$ cat config.mk
export PLATFORM = sky130hd
export DESIGN_NAME = pedestrian_request
export DESIGN_NICKNAME = d
export VERILOG_FILES = /design/src/rtl/semaforo_pkg.sv /design/src/rtl/bt_debounce.sv /design/src/rtl/pedestrian_request.sv
export SDC_FILE = /design/constraint.sdc
export NUM_CORES = 1
export LEC_CHECK = 0
export CAP_MARGIN = 20
export CORE_ASPECT_RATIO = 0.75
export CORE_MARGIN = 5
export CORE_UTILIZATION = 53
export CTS_BUF_LIST = sky130_fd_sc_hd__clkbuf_8
export CTS_CLUSTER_SIZE = 25
export DETAILED_ROUTE_END_ITERATION = 10
export PLACE_DENSITY = 0.84
export SLEW_MARGIN = 20
export SYNTH_ARGS = -nofsm -noshare
export SYNTH_HDL_FRONTEND = slang
export SYNTH_SLANG_ARGS = --single-unit
$ cat constraint.sdc
create_clock -name clk -period 2.27 [get_ports clk]
set_clock_uncertainty 0.05 [all_clocks]
set_input_delay 0.3405 -clock clk [delete_from_list [all_inputs] [get_ports clk]]
set_output_delay 0.3405 -clock clk [all_outputs]
set_load 0.01 [all_outputs]
$ cat src/rtl/semaforo_pkg.sv
// Shared definitions for the traffic-light controller slice: FSM encodings,
// counter width and default timing constants for the pedestrian input path.
package semaforo_pkg;

    localparam int CNT_W = 8;

    localparam logic [CNT_W-1:0] DEB_CYCLES_DEF = 8'd3;
    localparam logic [CNT_W-1:0] COOLDOWN_DEF   = 8'd2;

    typedef enum logic [1:0] {
        D_LOW  = 2'd0,
        D_RISE = 2'd1,
        D_HIGH = 2'd2,
        D_FALL = 2'd3
    } deb_state_t;

    typedef enum logic [1:0] {
        R_IDLE = 2'd0,
        R_PEND = 2'd1,
        R_COOL = 2'd2
    } req_state_t;

endpackage

$ cat src/rtl/bt_debounce.sv
// Two-flop synchroniser plus debounce FSM for the pedestrian push-button.
// Emits a single-cycle press when a high level survives DEB_CYCLES samples.
module bt_debounce
    import semaforo_pkg::*;
#(
    parameter logic [CNT_W-1:0] DEB_CYCLES = DEB_CYCLES_DEF
) (
    input  logic clk,
    input  logic rst,
    input  logic raw,
    output logic press
);

    localparam logic [CNT_W-1:0] DEB_EFF = (DEB_CYCLES == '0) ? CNT_W'(1) : DEB_CYCLES;

    logic             s1;
    logic             s2;
    deb_state_t       state;
    deb_state_t       state_nxt;
    logic [CNT_W-1:0] cnt;
    logic [CNT_W-1:0] cnt_nxt;
    logic [CNT_W-1:0] cnt_inc;

    // NOTE: sequential state uses non-blocking assignments so every flop
    // samples the pre-edge value; blocking here would collapse s1/s2 into one.
    always_ff @(posedge clk or negedge rst) begin
        if (!rst) begin
            s1    <= 1'b0;
            s2    <= 1'b0;
            state <= D_LOW;
            cnt   <= '0;
        end else begin
            s1    <= raw;
            s2    <= s1;
            state <= state_nxt;
            cnt   <= cnt_nxt;
        end
    end

    assign cnt_inc = cnt + CNT_W'(1);

    // NOTE: every output of this block gets a default first so no path
    // leaves a signal unassigned, which would otherwise infer a latch.
    always_comb begin
        state_nxt = state;
        cnt_nxt   = cnt;
        press     = 1'b0;
        case (state)
            D_LOW: begin
                if (s2) begin
                    if (DEB_EFF == CNT_W'(1)) begin
                        state_nxt = D_HIGH;
                        cnt_nxt   = '0;
                        press     = 1'b1;
                    end else begin
                        state_nxt = D_RISE;
                        cnt_nxt   = CNT_W'(1);
                    end
                end
            end
            D_RISE: begin
                if (!s2) begin
                    state_nxt = D_LOW;
                    cnt_nxt   = '0;
                end else if (cnt_inc >= DEB_EFF) begin
                    state_nxt = D_HIGH;
                    cnt_nxt   = '0;
                    press     = 1'b1;
                end else begin
                    cnt_nxt = cnt_inc;
                end
            end
            D_HIGH: begin
                if (!s2) begin
                    if (DEB_EFF == CNT_W'(1)) begin
                        state_nxt = D_LOW;
                        cnt_nxt   = '0;
                    end else begin
                        state_nxt = D_FALL;
                        cnt_nxt   = CNT_W'(1);
                    end
                end
            end
            D_FALL: begin
                // A release is silent; a bounce back high just resumes the held state.
                if (s2) begin
                    state_nxt = D_HIGH;
                    cnt_nxt   = '0;
                end else if (cnt_inc >= DEB_EFF) begin
                    state_nxt = D_LOW;
                    cnt_nxt   = '0;
                end else begin
                    cnt_nxt = cnt_inc;
                end
            end
            default: begin
                state_nxt = D_LOW;
                cnt_nxt   = '0;
            end
        endcase
    end

endmodule

$ cat src/rtl/pedestrian_request.sv
// Pedestrian request conditioner: turns debounced presses into a bt pulse and
// a held req until ack, then blocks new requests for a cooldown window.
module pedestrian_request #(
    parameter logic [semaforo_pkg::CNT_W-1:0] DEB_CYCLES = semaforo_pkg::DEB_CYCLES_DEF,
    parameter logic [semaforo_pkg::CNT_W-1:0] COOLDOWN   = semaforo_pkg::COOLDOWN_DEF,
    parameter int                             CNT_W      = semaforo_pkg::CNT_W
) (
    input  logic             clk,
    input  logic             rst,
    input  logic             bt_raw,
    input  logic             ack,
    output logic             bt,
    output logic             req,
    output logic             cooling,
    output logic [CNT_W-1:0] drop_cnt
);

    import semaforo_pkg::req_state_t, semaforo_pkg::R_IDLE,
           semaforo_pkg::R_PEND, semaforo_pkg::R_COOL;

    localparam int CW = semaforo_pkg::CNT_W;

    logic             press;
    req_state_t       state;
    req_state_t       state_nxt;
    logic [CW-1:0]    cool_cnt;
    logic [CW-1:0]    cool_nxt;
    logic             bt_nxt;
    logic [CNT_W-1:0] drop_nxt;
    logic [CNT_W-1:0] drop_sat;

    bt_debounce #(
        .DEB_CYCLES(DEB_CYCLES)
    ) u_debounce (
        .clk  (clk),
        .rst  (rst),
        .raw  (bt_raw),
        .press(press)
    );

    always_ff @(posedge clk or negedge rst) begin
        if (!rst) begin
            state    <= R_IDLE;
            cool_cnt <= '0;
            bt       <= 1'b0;
            drop_cnt <= '0;
        end else begin
            state    <= state_nxt;
            cool_cnt <= cool_nxt;
            bt       <= bt_nxt;
            drop_cnt <= drop_nxt;
        end
    end

    assign drop_sat = (drop_cnt == '1) ? drop_cnt : drop_cnt + CNT_W'(1);

    always_comb begin
        state_nxt = state;
        cool_nxt  = cool_cnt;
        bt_nxt    = 1'b0;
        drop_nxt  = drop_cnt;
        case (state)
            R_IDLE: begin
                if (press) begin
                    state_nxt = R_PEND;
                    bt_nxt    = 1'b1;
                end
            end
            R_PEND: begin
                // A press coinciding with ack is still a press while pending: dropped.
                if (press) drop_nxt = drop_sat;
                if (ack) begin
                    if (COOLDOWN == '0) begin
                        state_nxt = R_IDLE;
                    end else begin
                        state_nxt = R_COOL;
                        cool_nxt  = COOLDOWN;
                    end
                end
            end
            R_COOL: begin
                if (press) drop_nxt = drop_sat;
                if (cool_cnt <= CW'(1)) begin
                    state_nxt = R_IDLE;
                    cool_nxt  = '0;
                end else begin
                    cool_nxt = cool_cnt - CW'(1);
                end
            end
            default: begin
                state_nxt = R_IDLE;
                cool_nxt  = '0;
            end
        endcase
    end

    assign req     = (state == R_PEND);
    assign cooling = (state == R_COOL);

endmodule

After elaboration in Yosys (flattened, before gate mapping)

Cells that the tools add are included.
Widths: inputs -> output; s select.

Word-level logic and storage cells: 61
Output and inout bits: 11
Bits in registers: 31
Input port bits: 4

Multiplexer cells: 25
Add/sub/neg operators: 3
Reductions and logical operators: 8
Order comparisons: 2
Equal/unequal tests: 13
Bitwise operators: 2

Operators by type and width:

| operator            | number |
|---|---|
| $mux 8              | 7 |
| $pmux 8 s4          | 1 |
| $pmux 8 s3          | 1 |
| $mux 2              | 9 |
| $add 8x1->8 const B | 2 |
| $eq 8x8->1 const B  | 1 |
| $ge 8x2->1 const B  | 1 |
| $le 8x1->1 const B  | 1 |
| $pmux 2 s4          | 1 |
| $sub 8x1->8 const B | 1 |
| $eq 2x2->1 const B  | 3 |
| $ne 2x2->1 const B  | 3 |
| $pmux 2 s3          | 1 |
| $reduce_and 3->1    | 2 |
| $mux 1              | 5 |
| $eq 2x1->1 const B  | 2 |
| $logic_not 2->1     | 2 |
| $ne 2x1->1 const B  | 2 |
| $reduce_and 2->1    | 2 |
| $reduce_and 4->1    | 1 |
| $ne 3x1->1 const B  | 1 |
| $ne 3x3->1 const B  | 1 |
| $not 1->1           | 2 |
| $reduce_or 2->1     | 1 |

Logic depth before layout (Yosys ltp)

Depth after elaboration: 7
Mapped depth: 8
Depth with buffers taken out: 7

Hierarchy

From an unflattened synthesis, not the netlist that was laid out.

Cells, all modules: 142
Area, all modules: 1,567.8 um^2

Modules (own cells, without submodules):

| module             | sequential area each (um^2) | area an instance (um^2) | instances | cells an instance |
|---|---|---|---|---|
| pedestrian_request | 475.5                       | 1,032.2                 | 1         | 98 |
| bt_debounce        | 300.3                       | 535.5                   | 1         | 44 |

Worst setup path before layout

No wires, ideal clock.

Kind: register -> register
Start: register cool_cnt[3]
End: register state[0]
Period minus slack after synthesis: 2,183 ps
Arrival: 2,005 ps
Buffers on the path: 0
Path slack: 87 ps
Library setup time: 128 ps
Required time: 2,092 ps
Stages on the path, launching flop included: 6
Path through: dfrtp_1 or4_4 or2_4 o31a_1 a211oi_2 mux2_1

Word-level cells in the longest chain between the ends: 3

RTL lines:

| what                              | line                     | RTL |
|---|---|---|
| start: declaration                | pedestrian_request.sv:26 | `logic [CW-1:0] cool_cnt;` |
| start signal: assignment          | pedestrian_request.sv:49 | `cool_cnt <= cool_nxt;` |
| $le 8x1->1                        | pedestrian_request.sv:83 | `if (cool_cnt <= CW'(1)) begin` |
| $ne 2x1->1 (no source line)       | --                       |  |
| $reduce_and 3->1 (no source line) | --                       |  |
| end signal: assignment            | pedestrian_request.sv:48 | `state <= state_nxt;` |
| end: declaration                  | pedestrian_request.sv:24 | `req_state_t state;` |

No other way between the ends.
A chain may end at the register's enable or synchronous reset.

Worst setup path in the final report

Same ends and word-level chain as after synthesis.

==> out/summary.log <==
qor: status.run_status finished clean
qor: synth.syn_inst 143
qor: setup_path.worstReg2RegStart cool_cnt[3]
qor: clock_tree.cts-htree-levels 2
qor: setup_path.critical_path_buf_inv_count 0
qor: setup_path.setup.worst_path.start_class register
qor: clock_tree.cts_max_path_buffers 2
qor: drt.vias_per_cell 5.60
qor: drt.detail_route.wl_per_cell 14.9 um
qor: pwr.power-per-cell-area 1170 mW/mm^2
qor: clock_tree.tritoncts_clock_tree yes
qor: drt.detailedRoute.firstIterationViolations 76
qor: setup_path.crit_slowest_cell sky130_fd_sc_hd__or4_4
qor: die.num_rows 16
qor: drt.ant_nets 0
qor: pwr.vdd_ir_drop_max 0.601 mV
qor: global_route.largest_net_degree_at_the_start_of_global_routing 32
qor: drt.drt-pass1-iter-count 4
qor: clock_tree.clock-root-buffer sky130_fd_sc_hd__clkbuf_8
qor: clock_tree.clock_sinks 31
qor: layout.layout-area-overhead-vs-synth 21.7%
qor: drt.detail_route.drc_violations 0
qor: clock_tree.cts.clk_slew.worst_paths 60 ps
qor: synth.syn_area 0.00152 mm^2
qor: setup_path.critical_path.max_fanout 3
qor: clock_tree.cts_post_setup_buffers_inserted 0
qor: die.die-height 56.4 um
qor: hold_path.hold_path_startpoint u_debounce.s1
qor: timing.timing.final.crit_period 2230 ps
qor: synth.synth.ff_latch_count 31
qor: setup_path.timing.critical_path.max_delay_family simple AND/OR/NAND/NOR gates
qor: layout.n_fill_cell 200
qor: synth.number_of_warning_messages_in_the_yosys_log 0
qor: synth.yosysSeqAreaShare 50.9%
qor: timing.setup_tns 0 ps
qor: setup_path.cp_slowest_stage_delay 550 ps
qor: timing.setup_viol 0
qor: global_route.grt_pass1_wl 5390 um
qor: clock_tree.cts_bufs_inserted 5
qor: synth.syn_nets 156
qor: pwr.total_power 2.17 mW
qor: global_route.gr-total-overflow 0
qor: setup_path.timing.critical_path.cells or4_4 -> or2_4 -> o31a_1 -> a211oi_2 -> mux2_1
qor: setup_path.end_kind register
qor: drt.via_count 1149
qor: run.max-cap-violations 0
qor: die.initial_utilization 56.8%
qor: place.gpl_congestion 0.849
qor: global_route.grt_usage 17.1%
qor: die.fp.dieArea 0.00406 mm^2
qor: timing.final.period_utilization 98.0%
qor: place.dpl_ws 30.7 ps
qor: timing.final_setup_slack_of_the_worst_path 45.0 ps
qor: timing.max_clock_freq 449 MHz
qor: place.buffer_ports.inserted 14
qor: timing.relSlewSlack 59.4%
qor: layout.ratio_of_cells_with_drive_above_1_in_the_final_layout 16.0%
qor: layout.antenna-diode-count 0
qor: setup_path.critPathArrivalTime 2340 ps
qor: setup_path.criticalPathCategory register to register
qor: synth.post-synth-top-area-fraction 50.9%
qor: setup_path.cp-startpoint cool_cnt[3]
qor: synth.synth.top_cells.by_area sky130_fd_sc_hd__dfrtp_1, sky130_fd_sc_hd__ha_1, sky130_fd_sc_hd__xor2_1, sky130_fd_sc_hd__nor2_1, sky130_fd_sc_hd__and2_1
qor: place.detailed_place_hpwl 2220 um
qor: global_route.number_of_global_route_vias_before_repair 1199
qor: clock_tree.post_cts_resize_count 0
qor: drt.drt_wl_total 3050 um
qor: timing.slew_viol_final 0
qor: die.chipWidth 71.9 um
qor: global_route.antenna_violations_before_repair 0
qor: die.floorplan.io_pins 15
qor: timing.timing.final.hold_violations 0
qor: synth.yosysUniqueCellTypes 35
qor: synth.synth.avg_cell_area 10.6 um^2
qor: clock_tree.postCtsHoldBufs 0
qor: timing.rsz0062_at_grt true
qor: clock_tree.worst_skew_pair_latency 280 ps
qor: pwr.p_leak 0.861 nW
qor: layout.nNetsFinal 182
qor: die.placeableCoreArea 0.00268 mm^2
qor: synth.post-synth-top-area-cell sky130_fd_sc_hd__dfrtp_1
qor: setup_path.worst-endpoint-required 2380 ps
qor: timing.transition_time_at_the_pin_with_the_least_slew_margin 601 ps
qor: hold_path.hp-class register to register
where the power goes:
group,leakage (nW),switching (mW),internal (mW),total (mW)
sequential,0.412,0.118,0.674,0.792
combinational,0.402,0.504,0.451,0.955
clock,0.0470,0.189,0.237,0.426
through the flow:
| stage | utilization, % | instances | instance area, um^2 | hold WS [ps] |
|---|---|---|---|---|
| CTS | 68.5 | 205 | 1840 | 300 |
| floorplan | - | 143 | 1520 | -5.09 |
| global route | 69.1 | 205 | 1850 | 323 |
| finish | 69.1 | 205 | 1850 | 300 |
| detailed placement | 65.2 | 198 | 1750 | 286 |
| global placement | 65.2 | 198 | 1750 | 283 |
logic make-up (layout without fill, tap and decap cells):
| logic type | count (synthesis) | count (layout) | share of synthesized area (%) |
|---|---|---|---|
| adders and majority gates | 9 | 9 | 7.40 |
| muxes | 5 | 5 | 3.70 |
| DFF | 31 | 31 | 50.9 |
| AOI/OAI and AO/OA | 16 | 16 | 7.89 |
| xor gates and xnor gates | 12 | 12 | 6.90 |
| buffers and inverters | 10 | 36 | 2.46 |
| and+or+nand+nor | 60 | 60 | 20.7 |
cell usage in the layout, fill, tap and decap left out, types with 2 or more instances in the layout:
master                             n
sky130_fd_sc_hd__dfrtp_1          31
sky130_fd_sc_hd__nor2_1           17
sky130_fd_sc_hd__clkdlybuf4s50_1  14
sky130_fd_sc_hd__nand2_1          10
sky130_fd_sc_hd__inv_1             9
sky130_fd_sc_hd__ha_1              9
sky130_fd_sc_hd__xor2_1            8
sky130_fd_sc_hd__and2_1            7
sky130_fd_sc_hd__clkbuf_8          6
sky130_fd_sc_hd__buf_4             6
sky130_fd_sc_hd__o21ai_0           5
sky130_fd_sc_hd__nor4_1            5
sky130_fd_sc_hd__nor3_1            4
sky130_fd_sc_hd__nand3_1           4
sky130_fd_sc_hd__xnor2_1           4
sky130_fd_sc_hd__mux2_2            3
sky130_fd_sc_hd__nand4_1           2
sky130_fd_sc_hd__nand4b_1          2
sky130_fd_sc_hd__a21oi_1           2
final timing paths:
check | endpoint | slack [ps] | depth (start not counted)
max | state[0] | 40 | 5
min | u_debounce.s2 | 300 | 0
max reg2reg | state[0] | 40 | 5
min reg2reg | u_debounce.s2 | 300 | 0
max in group asynchronous | drop_cnt[3] | 1490 | 2
min in group asynchronous | u_debounce.cnt[2] | 400 | 2
Yosys cell counts:
library cell and n:
sky130_fd_sc_hd__or2_4 1, sky130_fd_sc_hd__o41ai_1 1, sky130_fd_sc_hd__o2bb2a_1 1, sky130_fd_sc_hd__xor2_1 8, sky130_fd_sc_hd__or3_2 1, sky130_fd_sc_hd__o211ai_1 1
sky130_fd_sc_hd__nor2b_1 1, sky130_fd_sc_hd__nor2_1 17, sky130_fd_sc_hd__ha_1 9, sky130_fd_sc_hd__inv_1 9, sky130_fd_sc_hd__o31ai_1 1, sky130_fd_sc_hd__a31oi_1 1
sky130_fd_sc_hd__mux2_2 3, sky130_fd_sc_hd__nor4_1 6, sky130_fd_sc_hd__mux2_1 2, sky130_fd_sc_hd__nand4_1 2, sky130_fd_sc_hd__xnor2_1 4, sky130_fd_sc_hd__a211oi_2 1
sky130_fd_sc_hd__dfrtp_1 31, sky130_fd_sc_hd__or2_2 1, sky130_fd_sc_hd__nor3_1 4, sky130_fd_sc_hd__nand3_1 4, sky130_fd_sc_hd__a31o_2 1, sky130_fd_sc_hd__o2111ai_2 1
sky130_fd_sc_hd__nand3b_1 1, sky130_fd_sc_hd__nand4b_1 2, sky130_fd_sc_hd__nand2_1 10, sky130_fd_sc_hd__a21oi_1 2, sky130_fd_sc_hd__and2_1 7, sky130_fd_sc_hd__o21ai_0 5
sky130_fd_sc_hd__or4_2 1, sky130_fd_sc_hd__nand2b_1 1, sky130_fd_sc_hd__o31a_1 1, sky130_fd_sc_hd__or4_4 1, sky130_fd_sc_hd__clkbuf_1 1
per-layer routing:
layer	GRT usage [%]	part of all wire (%)	vias up
met2	25.0	45	42
li1	-	-	547
met4	6.97	2.9	0
met1	21.7	45	549
met3	7.84	7.1	11
met5	0	0	-
sequential cells by signal, indices dropped and copies added, names as in the netlist, named ones only:
register / flops
drop_cnt: 8
u_debounce.s1: 1
state: 2
bt: 1
u_debounce.s2: 1
cool_cnt: 8
u_debounce.cnt: 8
u_debounce.state: 1
layout make-up:
| cell class | count | area, um^2 | share of cell area, % |
|---|---|---|---|
| clock buffers | 6 | 82.6 | 4.46 |
| clock inverters | 1 | 5.00 | 0.270 |
| inverters | 9 | 33.8 | 1.82 |
| multi-input cells | 102 | 726 | 39.2 |
| flip-flops and latches | 31 | 776 | 41.9 |
| well taps | 36 | 45.0 | 2.43 |
| repair buffers | 20 | 185 | 9.99 |
Power figures use the tool's default switching activity.
==> RTL change 1: new RTL, same flow settings <==
The package constant `CNT_W` goes from 8 to 10.
--- a/src/rtl/semaforo_pkg.sv
+++ b/src/rtl/semaforo_pkg.sv
@@ -4,3 +4,3 @@
 
-    localparam int CNT_W = 8;
+    localparam int CNT_W = 10;
 
Ports: changed (resized drop_cnt); port bits go from 15 to 17. No check against the original RTL was run, so the function may have changed too.
==> RTL change 1 against the unedited design <==
  * Largest cell class unchanged
  * Count of clock-buffer cells in the layout decreased by 1
  * Sequential cell count grew 6
  * Cell area is 23% higher
  * Combinational power rose by 35%
  * Die area is 19% higher
  * Worst setup slack got worse by 0.026 ns
  * Synthesized area is 23% higher
  * Wire length rose by 34%
  * Sequential share of layout area fell by 1.3 points
  * Power increased by 29%
==> RTL change 1: results (changes against the unedited design) <==
Synthesis
  • Multiplexer share of the synthesized area: 1.20% (-2.5 points)
  • Commonest cells post-synth: dfrtp_1, nor2_1, xor2_1
  • Synth Area in XOR/XNOR: 7.01% (+0.11 points)
  • Synth Cell Area: 1870 µm² (+23%)
  • Top area cells in the synthesized netlist: dfrtp_1, ha_1, xor2_1
  • Cells after synthesis: 175 (+22%)
  • Post-synthesis compound-gate area fraction: 11.5% (+3.7 points)

Setup path
  • WP data arrival: 2.41 ns (+0.07 ns)
  • Crit path from: cool_cnt[6]
  • Reg2Reg Depth: 6 (+1)

Finish
  • Clock buf/inv share: 5.04% (+0.31 points)
  • Layout cells sized above 1: 18.2% (+2.2 points)
  • Largest registers: cool_cnt (10), drop_cnt (10), u_debounce.cnt (10)
  • Core Util, Final: 68.1% (-0.99 points)
  • Register Area: 926 µm² (+19%)
  • Signal buf overhead: 10.7% (+0.74 points)
  • Nets@finish: 221 (+21%)
  • Non-Clock Buffer Count: 28 (+40%)
  • Clock buf count: 5 (-1)
  • FILL cells: 253 (+27%)
  • Area of the multi-input gates: 922 µm² (+27%)
  • Number of multi-input logic gates: 129 (+26%)

Routing
  • Initial DRC count: 60 (-21%)
  • DR vias: 1,435 (+25%)
  • Final WL: 4080 µm (+34%)
  • Wire per inst: 16.4 µm (+10%)

Placement
  • PortBufs: 16 (+2)
  • Setup WS pre-CTS: -0.0667 ns (-0.0974 ns)
  • Placed insts: 238 (+20%)
  • Post-DP Area: 2140 µm² (+22%)

Global route
  • Vias in the first global route: 1,529 (+28%)
  • Total Routing Usage GR: 19.5% (+2.4 points)
  • Largest net degree at the start of global routing: 38 (+19%)

STA
  • Worst Hold Margin: 0.0763 ns (-0.223 ns)
  • Fin worst setup slack: 0.0185 ns (-0.0264 ns)

Floorplan
  • DIE WIDTH: 78.7 µm (+9.4%)

Power and ir drop
  • Leak pwr: 1.05 nW (+23%)
  • Net Switching: 1.09 mW (+35%)
  • VDD IR max: 0.000805 V (+34%)

Status
  • Status: completed

Hold path
  • Worst Hold Class: input pin to asynchronous set/reset pin
## RTL change 1: cell count changes after synthesis, moves of 3 or more
cell and delta:
and2_1 +3, dfrtp_1 +6, nand3_1 +3, o21ai_1 +3
or2_1 +3, or3_1 +5, xor2_1 +3
## RTL change 1: power groups by stage
stage	Sequential, mW	Combinational [mW]	Clock, mW
after detailed placement	0.937	1.22	0
after global placement	0.921	1.14	0
after CTS	0.924	1.23	0.591
final	0.928	1.29	0.581
after global routing	0.950	1.42	0.621
after floorplan	0.917	0.829	0
## RTL change 1: repair_timing
action,CTS,global route
endpoints found under the hold margin,0,0
hold buffers,0,0
setup buffers,1,2
gates resized for setup,0,3
pin swaps,1,1
endpoints found under the setup margin,9,9
## RTL change 1: metal layers
| layer | track usage (%) | share of wire, % | vias to the layer above |
|---|---|---|---|
| met3 | 4.39 | 3.5 | 10 |
| met2 | 34.1 | 49 | 34 |
| li1 | - | - | 683 |
| met5 | 0 | 0 | - |
| met1 | 23.4 | 45 | 708 |
| met4 | 9.23 | 1.9 | 0 |
==> RTL change 2: new RTL, config.mk and constraints unchanged <==
Without the edit above. Reset style: synchronous (`rst`), changed in 2 clocked blocks.
--- a/src/rtl/bt_debounce.sv
+++ b/src/rtl/bt_debounce.sv
@@ -25,3 +25,3 @@
     // samples the pre-edge value; blocking here would collapse s1/s2 into one.
-    always_ff @(posedge clk or negedge rst) begin
+    always_ff @(posedge clk) begin
         if (!rst) begin
--- a/src/rtl/pedestrian_request.sv
+++ b/src/rtl/pedestrian_request.sv
@@ -40,3 +40,3 @@
 
-    always_ff @(posedge clk or negedge rst) begin
+    always_ff @(posedge clk) begin
         if (!rst) begin
Behaviour: differs if rst is asserted again (counterexample within 10 cycles, from zero or initial values and one cycle with rst low); with rst held inactive, the same outputs for 10 cycles.
==> RTL change 2 against the unedited design <==
  * Wire length grew 4.7%
  * Cell area barely moved
  * Final cell count is 12% higher
  * Sequential share of layout area shrank 8.4 points
  * Worst setup slack gained 0.082 ns
  * First-iteration DRC count rose by 79%
  * Synthesized area rose by 2.5%
  * Sequential cell count unchanged
Power is not compared: it rests on default switching activity, and its combinational part moved more than twofold at a synthesized area within 25%.
==> RTL change 2: results (changes against the unedited design) <==
Status
  • Status: completed

Clock tree
  • Worst-path clk slew: 0.07 ns
  • Setup Fix Bufs, Post-CTS: 0 (unchanged)
  • Root buf cell: clkbuf_8
  • Post-CTS resize count: 0 (unchanged)
  • Worst skew pair latency: 0.28 ns (about the same)
  • Clock Path Buffers: 2 (unchanged)
  • H-Tree Depth: 2 (unchanged)

Setup path
  • Highest net fanout along the worst path: 6 (+3)
  • Reg2Reg Depth: 7 (+2)
  • Reg-to-reg endpoint: drop_cnt[7]
  • Critical path's largest stage delay: 0.41 ns (-0.14 ns)
  • R2R Path Start: state[0]
  • CP max-delay cell: or4_1
  • WP data arrival: 2.31 ns (-0.03 ns)

Finish
  • Largest registers: cool_cnt (8), drop_cnt (8), u_debounce.cnt (8)
  • Nets@finish: 204 (+12%)
  • Layout cells sized above 1: 7.81% (-8.2 points)

Hold path
  • Worst Hold Class: flop to flop
  • Hold Path Origin: u_debounce.s1
  • Worst Hold End: u_debounce.s2
  • Hold Crit Depth: 1 (+1)

Synthesis
  • Post-synthesis compound-gate area fraction: 12.2% (+4.3 points)
  • Syn Nets: 185 (+19%)
  • Synth Area in Adders: 7.21% (-0.18 points)
  • Top area cells in the synthesized netlist: dfxtp_1, ha_1, nand2_1
  • Multiplexer share of the synthesized area: 2.56% (-1.1 points)
  • Sequential area share after synthesis: 39.7% (-11 points)
  • Netlist cell types: 40 (+14%)
  • Post-synth top flop: dfxtp_1
  • Asr flop ratio synth: 0% (-100 points)
  • Commonest cells post-synth: dfxtp_1, nand2_1, and2_1, nor2_1
  • Yosys warning count: 0 (unchanged)
  • Synth Area in XOR/XNOR: 3.93% (-3.0 points)

Global route
  • Total Routing Usage GR: 16.7% (-0.40 points)
  • Global Route met3 Usage: 6.34% (-1.5 points)
  • M1 GR Usage: 20.3% (-1.4 points)
  • Vias in the first global route: 1,244 (+3.8%)
  • Largest net degree at the start of global routing: 22 (-31%)
  • M2 GR Usage: 26.6% (+1.6 points)
  • Aggregate global routing overflow: 0 (unchanged)

Placement
  • PortBufs: 14 (unchanged)
  • Routability congestion estimate: 0.812 (-4.4%)
  • Setup WS pre-CTS: 0.187 ns (+0.156 ns)
  • HPWL after DPL: 2260 µm (+1.6%)

Routing
  • DR vias: 1,339 (+17%)
  • Initial DRC count: 136 (+79%)
  • Wire per inst: 13.9 µm (-6.7%)

STA
  • Worst Hold Margin: 0.392 ns (+0.0925 ns)
  • Fin worst setup slack: 0.127 ns (+0.0820 ns)
  • Slew headroom: 60.4% (+1.0 points)
[RTL change 2: cell count changes after synthesis, moves of 4 or more]
cell / change
nand2b_1: +4
nand2_1: +7
dfrtp_1: -31
or4_1: +4
mux2i_1: +4
xor2_1: -4
dfxtp_1: +31
nor2_1: -7
a21oi_1: +6
[RTL change 2: logic make-up after synthesis]
group	count (synthesis)
muxes	4
DFF	31
buffers and inverters	15
AOI/OAI and AO/OA	25
xor gates and xnor gates	7
and+or+nand+nor	81
adders and majority gates	9
[RTL change 2: how the worst max path moves through the flow]
stage	start	to	cells after the start
after floorplan	cool_cnt[3]	state[1]	5
after global placement	cool_cnt[3]	state[1]	5
after detailed placement	cool_cnt[3]	state[1]	5
after CTS	cool_cnt[3]	state[1]	5
after global routing	state[0]	drop_cnt[7]	7
final	state[0]	drop_cnt[7]	7
[RTL change 2: stage by stage]
| step | cell area, µm² | total power [mW] | instances |
|---|---|---|---|
| 2_1_floorplan | 1560 | 0.593 | 172 |
| 3_3_place_gp | 1730 | 0.604 | 222 |
| 3_5_place_dp | 1730 | 0.606 | 222 |
| 4_1_cts | 1850 | 1.16 | 230 |
| 5_1_grt | 1850 | 1.20 | 230 |
| 6_report | 1850 | 1.15 | 230 |
[RTL change 2: metal layers]
metal	routed length [µm]	vias to the layer above
met5	0	-
met4	63	0
met3	198	7
met2	1460	36
met1	1470	640
li1	-	656
[RTL change 2: where the power goes]
| part | switching, mW | internal [mW] |
|---|---|---|
| Combinational | 0.0233 | 0.0171 |
| Sequential | 0.00472 | 0.549 |
| Clock | 0.204 | 0.355 |
[RTL change 2: area by class of cell]
cell class | instances | area, µm²
Inverter | 9 | 33.8
Sequential cell | 31 | 621
Tap cell | 38 | 47.5
Clock inverter | 2 | 35.0
Clock buffer | 6 | 82.6
Multi-Input combinational cell | 126 | 862
Timing Repair Buffer | 18 | 170
Fill cell | 254 | 1040
[RTL change 2: worst max-delay path, delay by kind of cell (launching register included)]
| family | cells | cell delay, ns |
|---|---|---|
| buf+inv | 2 | 0.17 |
| compound gates | 2 | 0.54 |
| simple gates | 2 | 0.58 |
| flops | 1 | 0.40 |
| fa+ha+maj | 1 | 0.32 |
